==> src/rtl/mem_stall_ctrl.sv <==
// mem_stall_ctrl: stall/flush controller for the 5-stage MIPS core.
// Sequences the variable-latency data-memory handshake for the EX/MEM
// instruction, freezes the front pipeline while the access is outstanding,
// inserts MEM/WB bubbles, latches load data and detects load-use hazards.
// Optional stall-cycle counter enabled by defining MEM_STALL_CNT_EN.
module mem_stall_ctrl #(
    parameter int TIMEOUT = 16,
    parameter int CNT_W   = 8
) (
    input  logic        clk_i,
    input  logic        rst_i,
    input  logic        MemRead_i,
    input  logic        MemWrite_i,
    input  logic        ID_EX_MemRead_i,
    input  logic [4:0]  ID_EX_Rt_i,
    input  logic [4:0]  IF_ID_Rs_i,
    input  logic [4:0]  IF_ID_Rt_i,
    input  logic        dmem_ack_i,
    input  logic [31:0] dmem_rdata_i,
    output logic        dmem_req_o,
    output logic [31:0] mdr_o,
    output logic        stall_all_o,
    output logic        lu_hold_o,
    output logic        idex_flush_o,
    output logic        wb_bubble_o,
    output logic        err_o,
    output logic [31:0] stall_cnt_o
);

    typedef enum logic [1:0] {IDLE, WAIT, DONE, ERR} state_t;

    // Last wait count before the access is declared lost.
    localparam logic [CNT_W-1:0] LAST = CNT_W'(TIMEOUT - 1);

    state_t           state;
    state_t           state_nxt;
    logic [CNT_W-1:0] cnt;
    logic [CNT_W-1:0] cnt_nxt;
    logic             req_nxt;
    logic             err_nxt;
    logic             mdr_en;
    logic             stall;
    logic             mem_op;
    logic             lu;

    assign mem_op = MemRead_i | MemWrite_i;

    // Next-state and handshake decode; defaults hold the current values.
    always_comb begin
        state_nxt = state;
        cnt_nxt   = cnt;
        req_nxt   = dmem_req_o;
        err_nxt   = err_o;
        mdr_en    = 1'b0;
        stall     = 1'b0;
        case (state)
            IDLE: begin
                stall = mem_op;
                if (mem_op) begin
                    state_nxt = WAIT;
                    req_nxt   = 1'b1;
                    cnt_nxt   = '0;
                end
            end
            WAIT: begin
                stall   = 1'b1;
                cnt_nxt = cnt + 1'b1;
                if (dmem_ack_i) begin
                    state_nxt = DONE;
                    req_nxt   = 1'b0;
                    mdr_en    = MemRead_i;
                end else if (cnt == LAST) begin
                    state_nxt = ERR;
                    req_nxt   = 1'b0;
                    err_nxt   = 1'b1;
                end
            end
            // One free cycle so MEM/WB captures the result; never re-issue.
            DONE: state_nxt = IDLE;
            ERR: begin
                stall   = 1'b1;
                err_nxt = 1'b1;
            end
            default: state_nxt = IDLE;
        endcase
    end

    // State, wait counter and registered outputs.
    always_ff @(posedge clk_i) begin
        if (rst_i) begin
            state      <= IDLE;
            cnt        <= '0;
            dmem_req_o <= 1'b0;
            mdr_o      <= '0;
            err_o      <= 1'b0;
        end else begin
            state      <= state_nxt;
            cnt        <= cnt_nxt;
            dmem_req_o <= req_nxt;
            err_o      <= err_nxt;
            if (mdr_en) begin
                mdr_o <= dmem_rdata_i;
            end
        end
    end

    // Load-use hazard; deferred while the memory stall freezes the pipe.
    assign lu = ID_EX_MemRead_i && (ID_EX_Rt_i != 5'd0) &&
                ((ID_EX_Rt_i == IF_ID_Rs_i) || (ID_EX_Rt_i == IF_ID_Rt_i));

    assign stall_all_o  = stall & ~rst_i;
    assign wb_bubble_o  = stall_all_o;
    assign lu_hold_o    = lu & ~stall_all_o & ~rst_i;
    assign idex_flush_o = lu_hold_o;

`ifdef MEM_STALL_CNT_EN
    logic [31:0] scnt;

    // Saturating count of every frozen or load-use held cycle.
    always_ff @(posedge clk_i) begin
        if (rst_i) begin
            scnt <= '0;
        end else if ((stall_all_o || lu_hold_o) && (scnt != 32'hFFFF_FFFF)) begin
            scnt <= scnt + 32'd1;
        end
    end

    assign stall_cnt_o = scnt;
`else
    assign stall_cnt_o = 32'h0;
`endif

endmodule

==> config.mk <==
export PLATFORM = sky130hd
export DESIGN_NAME = mem_stall_ctrl
export DESIGN_NICKNAME = d
export VERILOG_FILES = /design/src/rtl/mem_stall_ctrl.sv
export SDC_FILE = /design/constraint.sdc
export NUM_CORES = 1
export LEC_CHECK = 0
export BUFFER_PORTS_ARGS = -buffer_cell sky130_fd_sc_hd__buf_4
export CORE_ASPECT_RATIO = 1.25
export CORE_MARGIN = 1
export CORE_UTILIZATION = 39
export DETAILED_ROUTE_END_ITERATION = 6
export GPL_TIMING_DRIVEN = 0
export PLACE_DENSITY_LB_ADDON = 0.08
export SYNTH_ARGS = -nofsm -noshare
export SYNTH_HDL_FRONTEND = slang
export SYNTH_SLANG_ARGS = --single-unit
==> constraint.sdc <==
create_clock -name clk_i -period 1.35 [get_ports clk_i]
set_input_delay 0.27 -clock clk_i [delete_from_list [all_inputs] [get_ports clk_i]]
set_output_delay 0.27 -clock clk_i [all_outputs]
set_load 0.005 [all_outputs]
# == Word level (Yosys, flattened, before mapping) ==
# Cells that the tools add are included.
# W data, S select, Z words.
# classes
n_shift,0
div,0
magnitude_cmp,0
n_reduce_logical,13
add_sub_neg,1
eq_ne,10
n_bitwise,6
muxes,16
multipliers,0
# ops
operator,n
$pmux W8 S2,1
$eq A5 B5 Y1,2
$reduce_and A3 Y1,3
$add A8 B1 Y8 const B,1
$eq A8 B4 Y1 const B,1
$mux W8,1
$mux W1,7
$mux W2,3
$ne A2 B2 Y1 const B,3
$pmux W1 S2,3
$pmux W2 S3,1
$reduce_bool A5 Y1,1
$eq A2 B2 Y1 const B,2
$reduce_bool A2 Y1,2
$and A1 B1 Y1,3
$ne A3 B3 Y1 const B,1
$reduce_bool A3 Y1,1
$eq A2 B1 Y1 const B,1
$logic_and A1 B1 Y1,2
$logic_not A2 Y1,1
$not A1 Y1,2
$reduce_and A2 Y1,1
$reduce_or A2 Y1,1
$logic_or A1 B1 Y1,1
$or A1 B1 Y1,1
# totals
n_memories,0
output_inout_bits,70
romBits,0
inputBits,53
latchBits,0
ramBits,0
elab_cells,51
ff_bits,44

# == Longest topological paths before layout ==
# Gate-level depths: netlist of the first run.
# logic_depth
ltp_word,7
ltp_mapped,6
mapped_depth_nobuf,5

# == Worst setup path after synthesis of the first run ==
# Ideal clock, no wire load.
# synth_path
kind,input port to output port
startpoint,input port ID_EX_Rt_i[3]
endpoint,output port lu_hold_o
n_path_buf,1
t_arrival_ns,1.210
cell_stages,5
setup_slack_ns,-0.130
t_required_ns,1.080
cell_sequence,xor2_1 > nor3_1 > nand3_1 > a221oi_1 > buf_4
# synth_via
elab_chain_cells,5
word_cells_on_any_way,8
classes_between,2 x eq/ne; 2 x bitwise; 4 x reduce/logical
# synth_lines
item,line_no,rtl
"start, declared",15,"input logic [4:0] ID_EX_Rt_i,"
$eq A5 B5 Y1 / $reduce_bool A5 Y1 (equally long branches),"109, 108",
$logic_or A1 B1 Y1 / $logic_and A1 B1 Y1 (equally long branches),"109, 108",
$logic_and A1 B1 Y1 *,108,assign lu = ID_EX_MemRead_i && (ID_EX_Rt_i != 5'd0) &&
$and A1 B1 Y1 * (2 in a row),113,assign lu_hold_o = lu & ~stall_all_o & ~rst_i;
"end, declared",23,"output logic lu_hold_o,"
# Mark *: on every way between the ends. The rest lies on a longest branch, timed or not.

# == Worst setup path in the final report of the first run ==
# layout_path
startpoint,input port IF_ID_Rs_i[3]
endpoint,output port lu_hold_o
# layout_via
elab_chain_cells,5
# layout_lines
item,line_no,rtl
"start, declared",16,"input logic [4:0] IF_ID_Rs_i,"
$eq A5 B5 Y1,109,((ID_EX_Rt_i == IF_ID_Rs_i) || (ID_EX_Rt_i == IF_ID_Rt_i));
$logic_or A1 B1 Y1,109,
$logic_and A1 B1 Y1,108,
$and A1 B1 Y1 (2 in a row),113,
# Every way passes these cells.

==> flow_summary.ini, run 1 <==
[job]
maxCapViolCount = 0

[worst_hold_path]
holdCritPathClass = input pin to register
hp-start = dmem_rdata_i[1]
min_path_cells = 3
hold_end = mdr_o[1]

[setup_path]
crit_path_top_delay_cell = a221oi_2
crit_family = buffers and inverters
r2r_end = mdr_o[28]
criticalPathCategory = input pin to output pin
crit_arrival_ns = 1.36
cp-end-kind = output pin
cp_cell_sequence = buf_6 -> xor2_2 -> nor3_2 -> nand3_1 -> a221oi_2 -> buf_4 -> buf_6
cp_slowest_stage_delay_ns = 0.31
crit_required_ns = 1.08
ff2ff_path_depth = 6
critPathMaxFanout = 2
r2r_slack_ns = -0.04
crit_top_cell = buf_6
cp.buffers_inverters = 3
start_kind = input pin
worstReg2RegStart = state[1]

[die]
start_util_pct = 40.6
coreArea_um2 = 5120
die_h_um = 83.6
die_x_um = 67.3
die_area_um2 = 5630
boundaryPins = 123
num_rows = 29

[sta]
slew_headroom_pct = 57.3
setup_viol = 29
clock_skew_ns = 0.00634
rsz0062_at_grt = yes
period_share_pct = 120
fin_ws_ns = -0.277
tightest_slew_ns = 0.641
hold_ws_ns = 0.208
tns_ns = -1.33
slew_violations = 0
hold_violations = 0
finalCriticalPeriod_ns = 1.63
max_freq_mhz = 615

[detailed_routing]
num_vias = 2145
drt_wl_total_um = 5840
drcViolationCount = 0
dr.pass1.iters = 4
avgViaCountPerCell = 4.55
ant_nets = 0
wl_per_cell_um = 12.4
drt_iter0_drc = 49

[power_and_ir_drop]
swShare_pct = 27.0
clock_power_share_pct = 28.2
p_leak_nw = 1.71
peakVddDrop_v = 0.000590
p_sw_mw = 0.765
share_seq_of_total_power_pct = 48.0
comb_power_share_pct = 23.8
p_per_area_nw_per_um2 = 773
finalPower_mw = 2.84
p_int_mw = 2.07

[finish]
multi_input_area_um2 = 1320
nNetsFinal = 463
syn_to_final_growth_pct = 76.5
drive_gt1_share_pct = 57.9
antennaDiodeCount = 0
fillers = 427
seq_area_um2 = 900
fin_area_um2 = 3670

[clock_network]
cts_tree = built
clkSinkCount = 44
h-tree-depth = 2
clk_latency_ns = 0.30
hold_buffers = 0
clk_pin_slew_ns = 0.08
cts_root_buf = clkbuf_8
cts_made_buffers = 5
cts_buffer_depth = 2

[place]
io_buffers = 89
dpl_cell_area_um2 = 2950
hpwl_um = 3740
pre_cts_ws_ns = -0.366
routabilityCongestion = 0.683

[global_routing]
grt_pass1_vias = 2041
grt_pass1_wl_um = 8490
antenna_found_initial = 0
grt_usage_pct = 19.7
grt.overflow.total = 0
grt_max_degree = 14

[synthesis]
ys_types = 35
synth_area_um2 = 2080
syn_area_per_cell_um2 = 7.91
syn_inst = 263
ys_seq_area_share_pct = 42.4
yosysWarnings = 0
synth_seq_cells = 44

[outcome]
violations = setup timing
status = finished with violations
through the flow:
step	std cells	util, %
after CTS	462	64.5
after global routing	471	71.8
final	471	71.8
after detailed placement	445	57.7
after floorplan	294	-
after global placement	445	57.7
power groups by stage:
stage          combinational, mW  clock [mW]  sequential, mW
2_1_floorplan              0.260           0            1.39
3_3_place_gp               0.480           0            1.39
3_5_place_dp               0.485           0            1.39
4_1_cts                    0.583       0.822            1.36
5_1_grt                    0.734       0.881            1.37
6_report                   0.674       0.801            1.36
timing repair:
action | 4_1_cts | 5_1_grt
pin swaps | 19 | 39
setup buffers | 11 | 7
gates resized for setup | 45 | 83
cloned | 0 | 3
endpoints found under the setup margin | 38 | 39
kinds of logic after synthesis:
logic type	share of synthesized area (%)
DFF	42.4
AOI/OAI and AO/OA	14.1
buffers and inverters	16.2
and+or+nand+nor	20.7
other	0.180
adders and majority gates	0.602
muxes	1.62
xor gates and xnor gates	4.21
how the worst max path moves through the flow:
stage                             start     endpoint  slack (ns)  cells past startpoint
after CTS                 IF_ID_Rs_i[4]    lu_hold_o       -0.28                      7
after floorplan           ID_EX_Rt_i[3]    lu_hold_o       -0.06                      5
after global placement            rst_i  wb_bubble_o       -0.35                      5
final                     IF_ID_Rs_i[3]    lu_hold_o       -0.28                      7
after detailed placement          rst_i  wb_bubble_o       -0.37                      5
after global routing      IF_ID_Rs_i[3]    lu_hold_o       -0.35                      7
cell usage after synthesis:
cell type | number | area share [%]
nand2_1 | 70 | 13
dfxtp_1 | 44 | 42
a21oi_1 | 38 | 9.1
buf_4 | 37 | 13
nor2_1 | 11 | 2.0
nand3_1 | 8 | 1.9
clkbuf_1 | 7 | 1.3
xor2_1 | 6 | 2.5
o21ai_0 | 5 | 1.2
nor3_1 | 4 | 0.96
xnor2_1 | 4 | 1.7
buf_2 | 3 | 0.72
mux2_2 | 3 | 1.6
inv_1 | 2 | 0.36
a211oi_1 | 1 | 0.36
a221oi_1 | 1 | 0.42
a311oi_1 | 1 | 0.42
and2b_2 | 1 | 0.42
and3_1 | 1 | 0.30
buf_6 | 1 | 0.54
conb_1 | 1 | 0.18
ha_1 | 1 | 0.60
nand2b_1 | 1 | 0.30
nor4_1 | 1 | 0.30
o211a_1 | 1 | 0.48
o211ai_1 | 1 | 0.36
o21a_1 | 1 | 0.36
o21bai_1 | 1 | 0.36
o2bb2ai_1 | 1 | 0.42
o311a_2 | 1 | 0.54
or2_0 | 1 | 0.30
or2_2 | 1 | 0.30
or3_2 | 1 | 0.36
or3_4 | 1 | 0.54
or4_1 | 1 | 0.36
final cells by class:
cell class                 instances  area share, %
buffer                            46           9.78
clock buffer                       5           1.87
clock inverter                     2          0.341
inverter                           2          0.204
multi-input combinational        200           36.1
sequential                        44           24.5
tap                               62           2.11
timing repair buffer             110           25.1
state kept, by name (all words and copies together) (netlist names):
name        flops
state           2
cnt             8
err_o           1
mdr_o          32
dmem_req_o      1
placed cells by master, fill, tap and decap left out, drive strengths merged, types with 2 or more instances in the layout:
cell	Yosys	layout
mux2	3	3
conb	1	32
or2	2	2
xor2	6	6
o21ai	5	5
nor3	4	4
nor2	11	11
or3	2	2
inv	2	2
dfxtp	44	44
buf	41	149
nand2	70	70
nand3	8	8
clkbuf	7	12
a21oi	38	38
xnor2	4	4
per-layer routing:
metal  GRT usage [%]  part of all wire (%)  vias to the layer above
met2            35.1                    56                       70
met3            7.10                   5.7                       12
met1            19.6                    36                      975
met4            8.51                   1.7                        0
met5               0                     0                        -
li1                -                     -                     1088
tightest hold or removal path, cell delays in order:
cell and delay, ns:
buf_4 0.11, nand2_2 0.05, a21oi_2 0.04
(Power assumes the default switching activity.)
==> run 2: changes to the inputs <==
--- a/config.mk
+++ b/config.mk
@@ -5,13 +5,15 @@
 export SDC_FILE = /design/constraint.sdc
 export NUM_CORES = 1
 export LEC_CHECK = 0
+export ABC_AREA = 1
 export BUFFER_PORTS_ARGS = -buffer_cell sky130_fd_sc_hd__buf_4
 export CORE_ASPECT_RATIO = 1.25
 export CORE_MARGIN = 1
-export CORE_UTILIZATION = 39
+export CORE_UTILIZATION = 40
 export DETAILED_ROUTE_END_ITERATION = 6
 export GPL_TIMING_DRIVEN = 0
 export PLACE_DENSITY_LB_ADDON = 0.08
+export SETUP_SLACK_MARGIN = 0.5
 export SYNTH_ARGS = -nofsm -noshare
 export SYNTH_HDL_FRONTEND = slang
 export SYNTH_SLANG_ARGS = --single-unit
==> run 2 against run 1 <==
Synthesized cell count is 16% higher. Non-clock buffer count up 14. Global-route usage is 0.82 points higher. Die area is 1.4% higher. Register-to-register slack lost 0.06 ns. First-iteration DRC count is 6.1% higher. Via count grew 13%. Sequential share of layout area down 1.7 points. Sequential power is 4% higher. Maximum frequency grew 6.6%. Wire length rose by 11%. The flow still finishes with violations (setup timing). Largest power group unchanged.
==> flow_summary.ini, run 2 <==
[finish]
antennaDiodeCount = 0
reg_top3 = mdr_o: 32 flops, cnt: 8 flops, state: 2 flops
final_cell_count_no_fill = 532
drive_gt1_share_pct = 62.3
layout_common_cells = buf_4 (105), nor2_1 (67), buf_6 (51), dfxtp_2 (37)
fin_area_um2 = 4120
syn_to_final_growth_pct = 90.4
final_common_cell = buf_4
largest_reg_flops = 32
largest-register = mdr_o
fin_util_pct = 80.0
nNetsFinal = 523

[die]
coreArea_um2 = 5150
die_x_um = 67.8
die_area_um2 = 5710
start_util_pct = 42.0
num_rows = 29
die_h_um = 84.2
boundaryPins = 123

[worst_hold_path]
holdCritPathClass = input pin to register
min_path_cells = 2
hold_end = cnt[1]
hp-start = rst_i

[setup_path]
crit_arrival_ns = 1.26
cp-end-kind = output pin
critPathMaxFanout = 2
crit_path_top_delay_cell = dfxtp_2
r2r_end = mdr_o[28]
ff2ff_path_depth = 11
crit_top_cell = buf_6
cp.buffers_inverters = 5
r2r_slack_ns = -0.10
cp_cell_sequence = inv_2 -> a21oi_4 -> buf_4 -> buf_6 -> nor2_4 -> buf_6 -> buf_6
crit_family = buffers and inverters
crit_required_ns = 1.08
start_kind = register
criticalPathCategory = register to output pin
worstReg2RegStart = state[1]
cp_slowest_stage_delay_ns = 0.33

[synthesis]
synth_area_um2 = 2160
synthTopCellsByCount = nor2_1 (84), dfxtp_1 (44), buf_4 (35), nand2_1 (33), o21ai_0 (33)
synth_top_area_share_pct = 40.7
synth_most_common_cell = nor2_1
yosysTopAreaCell = dfxtp_1
synth_edf_count = 0
ys_seq_area_share_pct = 40.7
syn_area_per_cell_um2 = 7.07
ys_types = 27
yosysWarnings = 0
synth_area_leaders = dfxtp_1 (41%), nor2_1 (15%), buf_4 (12%)
syn_inst = 306
synthFlopType = dfxtp_1
async_flop_share_pct = 0
synth_seq_cells = 44

[power_and_ir_drop]
p_leak_nw = 1.95
peakVddDrop_v = 0.000557
clock_power_share_pct = 30.1
comb_power_share_pct = 27.3
finalPower_mw = 3.34
share_seq_of_total_power_pct = 42.6
p_per_area_nw_per_um2 = 810
swShare_pct = 26.5
p_sw_mw = 0.887
p_int_mw = 2.45

[detailed_routing]
drt_iter0_drc = 52
drcViolationCount = 0
wl_per_cell_um = 12.2
ant_nets = 0
num_vias = 2433
avgViaCountPerCell = 4.57
drt_wl_total_um = 6470
dr.pass1.iters = 4

[clock_network]
hold_buffers = 0
cts_tree = built
cts_made_buffers = 5
cts_buffer_depth = 2
clk_latency_ns = 0.30
clkSinkCount = 44
cts_root_buf = clkbuf_8
h-tree-depth = 2
clk_pin_slew_ns = 0.08

[global_routing]
grt_max_degree = 14
grt_usage_pct = 20.5
antenna_found_initial = 0
grt.overflow.total = 0
grt_pass1_wl_um = 9080
grt_pass1_vias = 2171

[sta]
period_share_pct = 113
tightest_slew_ns = 0.665
rsz0062_at_grt = yes
slew_headroom_pct = 55.6
slew_violations = 0
setup_viol = 37
max_freq_mhz = 655
hold_ws_ns = 0.176
clock_skew_ns = 0.00661
finalCriticalPeriod_ns = 1.53
hold_violations = 0
fin_ws_ns = -0.176

[place]
io_buffers = 90
dpl_cell_area_um2 = 3120
routabilityCongestion = 0.799
hpwl_um = 3720
dp.cells = 489

[job]
maxCapViolCount = 0

[outcome]
status = finished with violations
violations = setup timing
run 2: cell type report:
type / instances / area (µm²)
Buffer: 45 / 375
Clock buffer: 6 / 72.6
Clock inverter: 2 / 35.0
Fill cell: 344 / 1030
Inverter: 23 / 105
Multi-Input combinational cell: 225 / 1330
Sequential cell: 44 / 938
Tap cell: 62 / 77.6
Timing Repair Buffer: 125 / 1190
run 2: power groups by stage:
stage | clock network [mW] | logic (mW) | registers (mW)
6_report | 1.00 | 0.912 | 1.42
5_1_grt | 1.08 | 0.992 | 1.43
4_1_cts | 1.02 | 0.755 | 1.42
3_5_place_dp | 0 | 0.595 | 1.43
3_3_place_gp | 0 | 0.591 | 1.43
2_1_floorplan | 0 | 0.327 | 1.44
run 2: worst max-delay path by stage:
| stage | start | depth (start not counted) | end |
|---|---|---|---|
| 2_1_floorplan | MemWrite_i | 6 | lu_hold_o |
| 3_3_place_gp | MemWrite_i | 8 | lu_hold_o |
| 3_5_place_dp | MemWrite_i | 8 | lu_hold_o |
| 4_1_cts | state[1] | 6 | lu_hold_o |
| 5_1_grt | state[1] | 6 | lu_hold_o |
| 6_report | state[1] | 7 | wb_bubble_o |
run 2: cells by family (layout without fill, tap and decap cells):
logic type | count (synthesis) | in the layout | synth area share (%)
and+or+nand+nor | 132 | 132 | 24.8
DFF | 44 | 44 | 40.7
other | 1 | 32 | 0.173
buffers and inverters | 68 | 201 | 19.1
xor gates and xnor gates | 3 | 3 | 1.21
adders and majority gates | 1 | 1 | 0.578
AOI/OAI and AO/OA | 57 | 57 | 13.4
run 2: through the flow:
step	setup TNS [ns]	setup WS, ns
finish	-2.82	-0.176
floorplan	0	0.189
CTS	-0.513	-0.205
detailed placement	-0.0697	-0.0697
global route	-5.99	-0.247
global placement	-0.0740	-0.0740
run 2: routing by layer:
metal / track usage [%] / part of all wire, % / up-vias / wire length, µm
met5: 0 / 0 / - / 0
met4: 6.06 / 2.3 / 0 / 150
met3: 6.52 / 7.9 / 13 / 509
met1: 21.3 / 35 / 1102 / 2260
met2: 37.7 / 55 / 93 / 3550
li1: - / - / 1225 / -
run 2: worst reg2reg max path, delay by kind of cell (launching register included):
kind | cells | cell delay, ns
buf+inv | 7 | 0.76
flops | 1 | 0.33
simple gates | 4 | 0.30
run 2: timing repair:
| action | in CTS | in global routing |
|---|---|---|
| hold endpoints to repair | 0 | 0 |
| setup endpoints to repair | 82 | 82 |
| gates resized for setup | 110 | 75 |
| cloned | 5 | 1 |
| pin swaps | 6 | 38 |
| buffers inserted | 17 | 12 |
==> run 3: changes to the inputs <==
--- a/config.mk
+++ b/config.mk
@@ -7,9 +7,11 @@
 export LEC_CHECK = 0
 export ABC_AREA = 1
 export BUFFER_PORTS_ARGS = -buffer_cell sky130_fd_sc_hd__buf_4
+export CELL_PAD_IN_SITES_DETAIL_PLACEMENT = 1
+export CELL_PAD_IN_SITES_GLOBAL_PLACEMENT = 2
 export CORE_ASPECT_RATIO = 1.25
 export CORE_MARGIN = 1
-export CORE_UTILIZATION = 40
+export CORE_UTILIZATION = 20
 export DETAILED_ROUTE_END_ITERATION = 6
 export GPL_TIMING_DRIVEN = 0
 export PLACE_DENSITY_LB_ADDON = 0.08
==> run 3 against run 2 <==
The flow still finishes with violations (setup timing). Utilization is 38 points lower. Cell count is 14% higher. Worst setup slack worse by 0.011 ns. Clock-buffer cell count is 1 lower. Flip-flop and latch count stayed put. Via count is 1.4% lower. Sequential share of layout area is 0.82 points lower. Combinational power is 3.6% higher. Largest power group unchanged. Highest routed layer unchanged.
==> flow_summary.ini, run 3 (synthesized netlist as in run 2, its figures left out) <==
[worst_hold_path]
hold_end = cnt[1]
holdCritPathClass = input pin to register
min_path_cells = 2
hp-start = rst_i

[global_routing]
use_met2_pct = 21.4
grt_max_degree = 14
grt.overflow.total = 0
grt_usage_pct = 12.2
antenna_found_initial = 0
grt_use_met1_pct = 13.7
gr-max-usage-layer = met2
grt_use_met3_pct = 3.41
grt_pass1_wl_um = 10600
grt_pass1_vias = 2239

[finish]
fin_util_pct = 41.6
final_common_cell = buf_4
drive_gt1_share_pct = 64.0
layout_common_cells = buf_4 (119), nor2_1 (43), buf_6 (40), nor2_4 (32), conb_1 (32)
antennaDiodeCount = 0
syn_to_final_growth_pct = 103
fillers = 1246
final_cell_count_no_fill = 604
reg_top3 = mdr_o: 32 flops, cnt: 8 flops, state: 2 flops
largest_reg_flops = 32
largest-register = mdr_o
nNetsFinal = 526

[setup_path]
cp_cell_sequence = inv_4 -> a21oi_4 -> nand3b_1 -> a21oi_2 -> buf_4 -> buf_6
r2r_slack_ns = -0.13
ff2ff_path_depth = 10
crit_family = flip-flops
start_kind = register
crit_path_top_delay_cell = dfxtp_2
cp_slowest_stage_delay_ns = 0.36
worstReg2RegStart = state[1]
cp.depth = 6
cp-end-kind = output pin
r2r_end = mdr_o[4]
crit_arrival_ns = 1.27
cp.buffers_inverters = 3
crit_required_ns = 1.08
critPathMaxFanout = 2
criticalPathCategory = register to output pin

[sta]
slew_violations = 0
hold_violations = 0
max_freq_mhz = 651
clock_skew_ns = 0.00274
tns_ns = -3.65
setup_viol = 36
finalCriticalPeriod_ns = 1.54
fin_ws_ns = -0.187
rsz0062_at_grt = yes
period_share_pct = 114

[clock_network]
cts_root_buf = clkbuf_16
cts_buffer_depth = 2
clk_latency_ns = 0.29
clk_pin_slew_ns = 0.06
clkSinkCount = 44
cts_tree = built
h-tree-depth = 2
cts_made_buffers = 5

[detailed_routing]
wl_per_cell_um = 12.1
avgViaCountPerCell = 3.97
drt_wl_total_um = 7300
drt_iter0_drc = 26
drcViolationCount = 0
dr.pass1.iters = 4
num_vias = 2399
ant_nets = 0

[die]
die_area_um2 = 11200
die_h_um = 118
boundaryPins = 123
die_x_um = 95.1
num_rows = 42
start_util_pct = 20.5
coreArea_um2 = 10600

[job]
maxCapViolCount = 0

[place]
hpwl_um = 5030
routabilityCongestion = 0.671
dp.cells = 559
io_buffers = 90

[power_and_ir_drop]
p_leak_nw = 2.03
peakVddDrop_v = 0.000393
p_per_area_nw_per_um2 = 809

[outcome]
violations = setup timing
status = finished with violations
[run 3: cell types whose count changed in the layout (fill, tap and decap cells not counted), moves of 9 or more]
cell	change
buf_6	-11
o21ai_2	-22
clkbuf_16	+9
nor2_4	+26
o21ai_1	+22
dfxtp_4	+10
dfxtp_2	-9
buf_4	+14
nor2_1	-24
[run 3: cell type report]
cell class | count | area, µm² | share of cell area, %
inverter | 23 | 106 | 2.42
sequential | 44 | 965 | 22.0
timing repair buffer | 128 | 1170 | 26.5
buffer | 45 | 422 | 9.60
clock inverter | 2 | 12.5 | 0.285
clock buffer | 5 | 125 | 2.85
tap | 132 | 165 | 3.76
multi-input combinational | 225 | 1430 | 32.6
[run 3: repair_timing]
item,4_1_cts,5_1_grt
hold buffers,0,0
pin swaps,7,19
setup endpoints to repair,82,82
cloned,2,2
gates resized for setup,119,97
buffers inserted,10,24
[run 3: worst max path at each step]
stage	start	slack, ns	end
2_1_floorplan	MemWrite_i	0.19	lu_hold_o
3_5_place_dp	MemWrite_i	-0.1	lu_hold_o
6_report	state[1]	-0.19	lu_hold_o
5_1_grt	state[1]	-0.25	lu_hold_o
3_3_place_gp	MemWrite_i	-0.1	lu_hold_o
4_1_cts	state[1]	-0.23	lu_hold_o
[run 3: routing by layer]
metal | wire length [µm] | vias up
met2 | 3950 | 80
met5 | 0 | -
li1 | - | 1232
met1 | 2790 | 1083
met4 | 77 | 0
met3 | 476 | 4
[run 3: per-stage QoR]
stage          setup WS [ns]  hold WS [ns]  total power, mW  instance area, µm²
2_1_floorplan          0.189         0.332             1.76                2370
3_3_place_gp         -0.0972         0.464             2.05                3210
3_5_place_dp         -0.0960         0.471             2.06                3210
4_1_cts               -0.230         0.184             3.44                3820
5_1_grt               -0.248         0.209             3.74                4390
6_report              -0.187         0.197             3.55                4390
[run 3: power by group]
group	internal (mW)	switching, mW	total, mW
Sequential	1.36	0.0620	1.42
Combinational	0.560	0.385	0.945
Clock	0.672	0.514	1.19
